**src/rtl/core_id_wb_arbiter.sv**
```systemverilog
// Generic FIFO for the load-response path: registered storage, occupancy count.
// Latency: an entry is visible at pop_dat the cycle after it is pushed.
// Backpressure: none internally; caller must not push when full or pop when empty.
module core_id_wb_arbiter_fifo #(
    parameter int W     = 37,
    parameter int DEPTH = 4
) (
    input  logic                       clk,
    input  logic                       rst,
    input  logic                       push,
    input  logic [W-1:0]               push_dat,
    input  logic                       pop,
    output logic [W-1:0]               pop_dat,
    output logic [$clog2(DEPTH):0]     count
);
    localparam int PW = $clog2(DEPTH);

    logic [PW-1:0] wr_ptr;
    logic [PW-1:0] rd_ptr;
    logic [W-1:0]  mem [DEPTH];

    assign pop_dat = mem[rd_ptr];

    // Storage is left unreset; only pointers and count define validity.
    always_ff @(posedge clk) begin
        if (push) begin
            mem[wr_ptr] <= push_dat;
        end
    end

    // Pointer and occupancy bookkeeping; pointers wrap naturally (DEPTH is a power of 2).
    always_ff @(posedge clk or negedge rst) begin
        if (!rst) begin
            wr_ptr <= '0;
            rd_ptr <= '0;
            count  <= '0;
        end else begin
            if (push) begin
                wr_ptr <= wr_ptr + PW'(1);
            end
            if (pop) begin
                rd_ptr <= rd_ptr + PW'(1);
            end
            if (push && !pop) begin
                count <= count + (PW+1)'(1);
            end else if (pop && !push) begin
                count <= count - (PW+1)'(1);
            end
        end
    end
endmodule

// Writeback arbiter: merges unstallable ALU results with buffered load responses onto one RF write port.
// Latency: winner appears on rf_write/waddr/data exactly 1 cycle after arbitration.
// Backpressure: mem_ready drops when the load FIFO is full; stall_req holds the ALU off to drain loads.
module core_id_wb_arbiter #(
    parameter int DATA_W   = 32,
    parameter int ADDR_W   = 5,
    parameter int DEPTH    = 4,
    parameter int MAX_WAIT = 8
) (
    input  logic                     clk,
    input  logic                     rst,
    input  logic                     alu_valid,
    input  logic [ADDR_W-1:0]        alu_waddr,
    input  logic [DATA_W-1:0]        alu_data,
    input  logic                     mem_valid,
    output logic                     mem_ready,
    input  logic [ADDR_W-1:0]        mem_waddr,
    input  logic [DATA_W-1:0]        mem_data,
    output logic                     rf_write,
    output logic [ADDR_W-1:0]        waddr,
    output logic [DATA_W-1:0]        data,
    output logic                     stall_req,
    output logic [$clog2(DEPTH):0]   fifo_count,
    output logic                     protocol_err
);
    localparam int CW = $clog2(DEPTH) + 1;
    localparam int WW = $clog2(MAX_WAIT + 1);

    typedef struct packed {
        logic [ADDR_W-1:0] waddr;
        logic [DATA_W-1:0] data;
    } wb_ent_t;

    typedef enum logic {NORMAL = 1'b0, FLUSH = 1'b1} state_t;

    state_t        state;
    logic [WW-1:0] wait_cnt;
    logic [WW-1:0] wait_nxt;
    logic [CW-1:0] count_nxt;
    logic          alu_cand;
    logic          push;
    logic          pop;
    wb_ent_t       push_ent;
    wb_ent_t       head_ent;

    // Full FIFO is never ready, even if the head pops this cycle.
    assign mem_ready = (fifo_count < CW'(DEPTH));

    // Register 0 writes are dropped; a load to r0 is still handshaken.
    assign alu_cand = alu_valid && (alu_waddr != '0);
    assign push     = mem_valid && mem_ready && (mem_waddr != '0);
    assign pop      = !alu_cand && (fifo_count != '0);

    assign push_ent = '{waddr: mem_waddr, data: mem_data};

    core_id_wb_arbiter_fifo #(
        .W     ($bits(wb_ent_t)),
        .DEPTH (DEPTH)
    ) u_fifo (
        .clk      (clk),
        .rst      (rst),
        .push     (push),
        .push_dat (push_ent),
        .pop      (pop),
        .pop_dat  (head_ent),
        .count    (fifo_count)
    );

    // Next occupancy and starvation count, used to steer the FSM at this edge.
    always_comb begin
        count_nxt = fifo_count;
        if (push && !pop) begin
            count_nxt = fifo_count + CW'(1);
        end else if (pop && !push) begin
            count_nxt = fifo_count - CW'(1);
        end
        wait_nxt = wait_cnt;
        if (pop || (fifo_count == '0)) begin
            wait_nxt = '0;
        end else if (wait_cnt != WW'(MAX_WAIT)) begin
            wait_nxt = wait_cnt + WW'(1);
        end
    end

    // Starvation counter: cycles the buffered head has been denied, saturating.
    always_ff @(posedge clk or negedge rst) begin
        if (!rst) begin
            wait_cnt <= '0;
        end else begin
            wait_cnt <= wait_nxt;
        end
    end

    // Registered write port; address/data hold when there is no winner.
    always_ff @(posedge clk or negedge rst) begin
        if (!rst) begin
            rf_write <= 1'b0;
            waddr    <= '0;
            data     <= '0;
        end else begin
            rf_write <= alu_cand || pop;
            if (alu_cand) begin
                waddr <= alu_waddr;
                data  <= alu_data;
            end else if (pop) begin
                waddr <= head_ent.waddr;
                data  <= head_ent.data;
            end
        end
    end

    // Drain FSM: enter FLUSH when the FIFO fills or the head starves, leave once empty.
    always_ff @(posedge clk or negedge rst) begin
        if (!rst) begin
            state     <= NORMAL;
            stall_req <= 1'b0;
        end else begin
            case (state)
                NORMAL: begin
                    if ((count_nxt == CW'(DEPTH)) || (wait_nxt == WW'(MAX_WAIT))) begin
                        state     <= FLUSH;
                        stall_req <= 1'b1;
                    end
                end
                FLUSH: begin
                    if (count_nxt == '0) begin
                        state     <= NORMAL;
                        stall_req <= 1'b0;
                    end
                end
                default: begin
                    state     <= NORMAL;
                    stall_req <= 1'b0;
                end
            endcase
        end
    end

    // Sticky flag: the pipeline issued an ALU result while told to stall.
    always_ff @(posedge clk or negedge rst) begin
        if (!rst) begin
            protocol_err <= 1'b0;
        end else if (alu_valid && stall_req) begin
            protocol_err <= 1'b1;
        end
    end
endmodule

```
**config.mk**
```make
export PLATFORM = sky130hd
export DESIGN_NAME = core_id_wb_arbiter
export DESIGN_NICKNAME = d
export VERILOG_FILES = /design/src/rtl/core_id_wb_arbiter.sv
export SDC_FILE = /design/constraint.sdc
export NUM_CORES = 1
export LEC_CHECK = 0
export ABC_CLOCK_PERIOD_IN_PS = 2100
export CAP_MARGIN = 5
export CORE_MARGIN = 3
export CORE_UTILIZATION = 48
export DETAILED_ROUTE_END_ITERATION = 6
export GPL_TIMING_DRIVEN = 0
export HOLD_SLACK_MARGIN = 0.1
export PLACE_DENSITY_LB_ADDON = 0.2
export REMOVE_ABC_BUFFERS = 1
export SLEW_MARGIN = 20
export SYNTH_ARGS = -nofsm -noshare
export SYNTH_HDL_FRONTEND = slang
export SYNTH_SLANG_ARGS = --single-unit
```
**constraint.sdc**
```tcl
create_clock -name clk -period 2.1 [get_ports clk]
set_input_delay 0.42 -clock clk [delete_from_list [all_inputs] [get_ports clk]]
set_output_delay 0.42 -clock clk [all_outputs]
set_load 0.005 [all_outputs]
```
Yosys cells after proc, flatten, opt, wreduce, memory -nomap -nowiden
Memory sizes are Yosys's and may differ from the RTL's.
Cells that the tools add are included.
Storage, ports and cells
  latch bits: 0
  RAM bits: 148
  memory bits (read-only): 0
  output and inout bits: 44
  memories: 1
  flip-flop bits (word level): 52
Cells by class
  muxes and demuxes: 16
  bitwise logic cells: 1
  $add $sub $neg: 5
  shifts and indexed selects: 0
  $lt $le $gt $ge: 1
  multipliers: 0
  equal/unequal tests: 5
  div/mod/pow operators: 0
  reduce and logical (&&, ||, !) cells: 20
Memory list
  u_fifo.mem: depth 4, width 37, rd ports 1, clocked after memory_dff 0, wr ports 1, RTL line 20  | logic [W-1:0] mem [DEPTH];
Operators with widths (number)
  $mux W32: 2
  $mux W5: 2
  $reduce_bool A5 Y1: 2
  $mux W4: 2
  $logic_and A1 B1 Y1: 7
  $logic_not A3 Y1: 2
  $mux W1: 6
  $mux W3: 2
  $add A2 B1 Y2 const B: 2
  $add A4 B1 Y4 const B: 1
  $eq A4 B4 Y1 const B: 1
  $ne A4 B4 Y1 const B: 1
  $pmux W1 S2: 2
  $add A3 B1 Y3 const B: 1
  $eq A3 B3 Y1 const B: 1
  $logic_not A1 Y1: 3
  $logic_or A1 B1 Y1: 3
  $lt A3 B3 Y1 const B: 1
  $reduce_bool A3 Y1: 1
  $sub A3 B1 Y3 const B: 1
  $ne A2 B1 Y1 const B: 1
  $ne A2 B2 Y1 const B: 1
  $reduce_and A2 Y1: 1
  $reduce_bool A2 Y1: 1
  $not A1 Y1: 1

Logic depth before layout (Yosys ltp)
  depth after elaboration: 11
  depth in mapped cells: 8

By module
Synthesis repeated with hierarchy kept, for this count alone.
Second synthesis, totals
  cell total of the unflattened synthesis: 454
  area total of the unflattened synthesis: 7977.7 µm²
Modules (own cells, without submodules)
  core_id_wb_arbiter_fifo: cells each 225, area an instance 5711.7 µm², times used 1
  core_id_wb_arbiter: cells each 229, area an instance 2265.9 µm², times used 1

Worst setup path before layout
Ideal clock, no wire load.
  path type: reg2reg
  start: reg u_fifo.count[2]
  end: mem u_fifo.mem[0][0], enable pin
  data arrival time: 1.944 ns
  cell stages (with the launch flop): 5
  data required time: 1.702 ns
  library setup time: 0.398 ns
  period minus slack after synthesis: 2.341 ns
  slack: -0.241 ns
  cell sequence: dfrtp_1 inv_1 o211a_1 clkbuf_1 and2_1
On the way
  cells in the longest elaborated chain, start to end: 5
RTL lines
  from (decl): RTL line 14  | output logic [$clog2(DEPTH):0] count
  from (signal assigned): RTL line 45  | count <= count + (PW+1)'(1);
  from (signal assigned): RTL line 47  | count <= count - (PW+1)'(1);
  $lt A3 B3 Y1: RTL line 99  | assign mem_ready = (fifo_count < CW'(DEPTH));
  net mem_ready: RTL line 68  | output logic mem_ready,
  $logic_and A1 B1 Y1 (2 in series): RTL line 103  | assign push = mem_valid && mem_ready && (mem_waddr != '0);
  $mux W1: RTL line 26  | if (push) begin
  $mux W1 (not written as such): RTL line 27  | mem[wr_ptr] <= push_dat;
  to (decl): RTL line 20
The timed path passes the listed nets, and every way through them passes these cells.

Worst setup path in the final report
  start: reg u_fifo.count[0]
  end: reg state
On the way
  cells in the longest elaborated chain, start to end: 11
  elaborated cells between the ends (all ways): 23
  those cells by class: add/sub: 2; order compare: 1; eq/ne: 2; mux: 6; reduce/logical: 12
RTL lines
  $lt A3 B3 Y1: RTL line 99
  $logic_and A1 B1 Y1 (2 in series): RTL line 103
  $logic_not A1 Y1: RTL line 126  | end else if (pop && !push) begin
  $logic_and A1 B1 Y1: RTL line 126
  $mux W3 (2 in series)
  $eq A3 B3 Y1: RTL line 172  | if ((count_nxt == CW'(DEPTH)) || (wait_nxt == WW'(MAX_WAIT))) begin
  $logic_or A1 B1 Y1: RTL line 172
  $mux W1: RTL line 172
  $pmux W1 S2 (*): RTL line 170  | case (state)
  to (signal assigned): RTL line 167  | state <= NORMAL;
  to (signal assigned): RTL line 173  | state <= FLUSH;
  to (signal assigned): RTL line 179  | state <= NORMAL;
  to (decl): RTL line 88  | state_t state;
Every way passes the cells marked *; elsewhere a longest branch is shown, timed or not.
A chain may end at the register's enable or synchronous reset.

==> impl_metrics.toml <==
[layout]
fillerInstances = 1134
syn2layout_area_growth_pct = 31.2
final_common_cell = "edfxtp_1"
final_cell_mix = "edfxtp_1, clkdlybuf4s50_1, nand2_1, dfrtp_1"
num_antenna_cells = 0
final_layout_size_suffix_gt1_share_pct = 19.8
final_nets = 726

[worst_setup_path]
crit_type = "register to register"
rr_worst_depth = 8
critPathArrivalTime_ns = 2.42
crit_path_start_kind = "register"
path_buf_inv = 1
critPathRequiredTime_ns = 2.40
cp_num_cells = 8
crit_chain = "inv_2 > ha_4 > or3_1 > o22a_1 > nand2_2 > o32a_1 > and3_1 > a311o_1"
slowest_stage = "dfrtp_2"
end_kind = "register"
cp_top_family = "compound AO/OA/AOI/OAI gates"
crit_fanout = 5
slowest_delay_ns = 0.43

[global_routing]
grt_max_degree = 53
grt_overflow = 0
grt_pass1_vias = 5060
grt_pass1_wl_um = 27700
grt_usage_pct = 20.4
antenna_found_initial = 0

[synthesis]
synth_edf_count = 148
synth-async-reset-ratio_pct = 26.0
yosysWarnings = 0
synth-main-ff-cell = "edfxtp_1"
seq_area_frac_synth_pct = 72.2
ys_types = 42
syn_area_um2 = 7960
synth_cells = 490
synth.ff_latch_count = 200
avgSynthCellArea_um2 = 16.2

[clock_network]
cts_tree = "built"
cts_buffer_depth = 2
cts_made_buffers = 17
cts_root_buf = "clkbuf_16"
clk_pin_slew_ns = 0.07
cts.sinks = 200
clk_latency_ns = 0.42
cts_max_level = 4

[die]
core_area_um2 = 16100
core.rowCount = 46
num_io_pins = 122
fp.dieH_um = 135
initial_core_util_pct = 49.5
fp.dieW_um = 135
die_area_um2 = 18200

[sta]
fin_crit_ns = 2.12
setup_slack_ns = -0.0156
holdWs_ns = 0.269
setup_violations = 1
slew_viol_final = 0
clock_skew_ns = 0.00800
hold_viol = 0
fin_crit_sh_pct = 101
slew_headroom_pct = 51.5
clock.fmax_ghz = 0.473
worst_slew_pin_slew_ns = 0.727

[min_path]
min_delay_path_depth = 3
worstHoldPathType = "input pin to register"

[place]
pre_cts_ws_ns = -1.06
routabilityCongestion = 0.744
io_buffers = 121
hpwl_um = 10800

[power]
cellPowerDensity_nw_per_um2 = 1220
ir_worst_vdd_v = 0.000675
cellLeakagePower_nw = 3.75

[route]
wl_um = 17800
wl_met3_um = 1180
met1_length_um = 7080
first_pass_iters = 5
drt_iter0_drc = 248
drc_errors = 0
num_vias = 4762
top_layer = "met4"
drt-wirelength-per-cell_um = 20.5
antenna_left = 0
wl_met2_um = 9180
via_per_inst = 5.49

[outcome]
status = "complete, but fails checks"
failed_checks = "negative setup slack"

[run]
drv_cap = 0
[cell usage after synthesis (2+ instances only)]
| cell | instances | area, um^2 |
|---|---|---|
| a21o_1 | 3 | 22.5 |
| a21oi_1 | 2 | 10.0 |
| a31oi_1 | 33 | 206 |
| and2_1 | 5 | 31.3 |
| and3_1 | 2 | 12.5 |
| buf_2 | 3 | 15.0 |
| clkbuf_1 | 21 | 78.8 |
| dfrtp_1 | 52 | 1300 |
| edfxtp_1 | 148 | 4440 |
| ha_1 | 9 | 113 |
| inv_1 | 9 | 33.8 |
| mux2i_1 | 6 | 60.1 |
| mux4_2 | 37 | 833 |
| nand2_1 | 76 | 285 |
| nand3_1 | 5 | 25.0 |
| nor2_1 | 37 | 139 |
| nor3_1 | 3 | 15.0 |
| o21ai_0 | 8 | 40.0 |
| or2_2 | 2 | 12.5 |
| or3_1 | 2 | 12.5 |
| xnor2_1 | 6 | 52.6 |
[kinds of logic (layout without fill, tap and decap cells)]
kind of cell	Yosys count	in the layout	share of synthesized area (%)
muxes	45	45	11.6
and+or+nand+nor	136	137	7.09
adders and majority gates	9	9	1.42
buffers and inverters	34	194	1.65
DFF	200	200	72.2
xor gates and xnor gates	6	6	0.660
AOI/OAI and AO/OA	60	61	5.41
[metrics by stage]
| stage | utilization, % | area (um^2) | power, mW | instances | TNS, ns |
|---|---|---|---|---|---|
| 2_1_floorplan | - | 7860 | 7.63 | 465 | -46.16 |
| 3_3_place_gp | 58.2 | 9340 | 9.15 | 802 | -366.58 |
| 3_5_place_dp | 59.8 | 9600 | 9.44 | 812 | -90.75 |
| 4_1_cts | 64.3 | 10300 | 12.7 | 857 | -0.0271 |
| 5_1_grt | 65.0 | 10400 | 13.4 | 868 | -0.0580 |
| 6_report | 65.0 | 10400 | 12.7 | 868 | -0.0156 |
[where the power goes]
part           switching [mW]  internal, mW  total (mW)
sequential              0.530          5.04        5.57
clock                    1.38          1.69        3.07
combinational            1.80          2.28        4.08
total                    3.71          9.01        12.7
[timing repair]
item / 4_1_cts / 5_1_grt
pin swaps: 3 / 11
hold buffers: 1 / 0
resized for setup: 16 / 9
setup endpoints to repair: 138 / 2
setup buffers: 9 / 11
endpoints found under the hold margin: 52 / 0
cloned: 3 / 0
[worst paths after layout]
path	startpoint	end	slack, ns
worst min-delay path	alu_waddr[1]	waddr[1]	0.27
worst max-delay path	u_fifo.count[0]	state	-0.02
worst min register to register	protocol_err	protocol_err	0.48
max in group asynchronous	rst	u_fifo.rd_ptr[0]	0.96
min in group asynchronous	rst	data[20]	0.59
worst max register to register	u_fifo.count[0]	state	-0.02
[cell type report]
class                   count  area [um^2]  share of cell area [%]
well taps                 216          270                    2.59
multi-input cells         258         2160                    20.7
repair buffers            153         1660                    15.9
clock inverters            12          103                   0.983
clock buffers              20          457                    4.37
inverters                   9         33.8                   0.324
flip-flops and latches    200         5750                    55.1
[registers in the layout, summed over array words and instances, names as in the netlist]
register       cells
u_fifo.mem       148
data              32
waddr              5
wait_cnt           4
u_fifo.count       3
u_fifo.rd_ptr      2
u_fifo.wr_ptr      2
protocol_err       1
rf_write           1
stall_req          1
state              1
[worst min-delay path: stages]
cell	delay, ns
dlymetal6s2s_1	0.11
nand2_1	0.06
o21ai_0	0.06
[routing by layer]
metal	GRT usage (%)	vias to the layer above
li1	-	2156
met1	25.9	2415
met2	34.4	165
met3	5.44	26
met4	6.73	0
met5	0	-
Power figures use the tool's default switching activity.
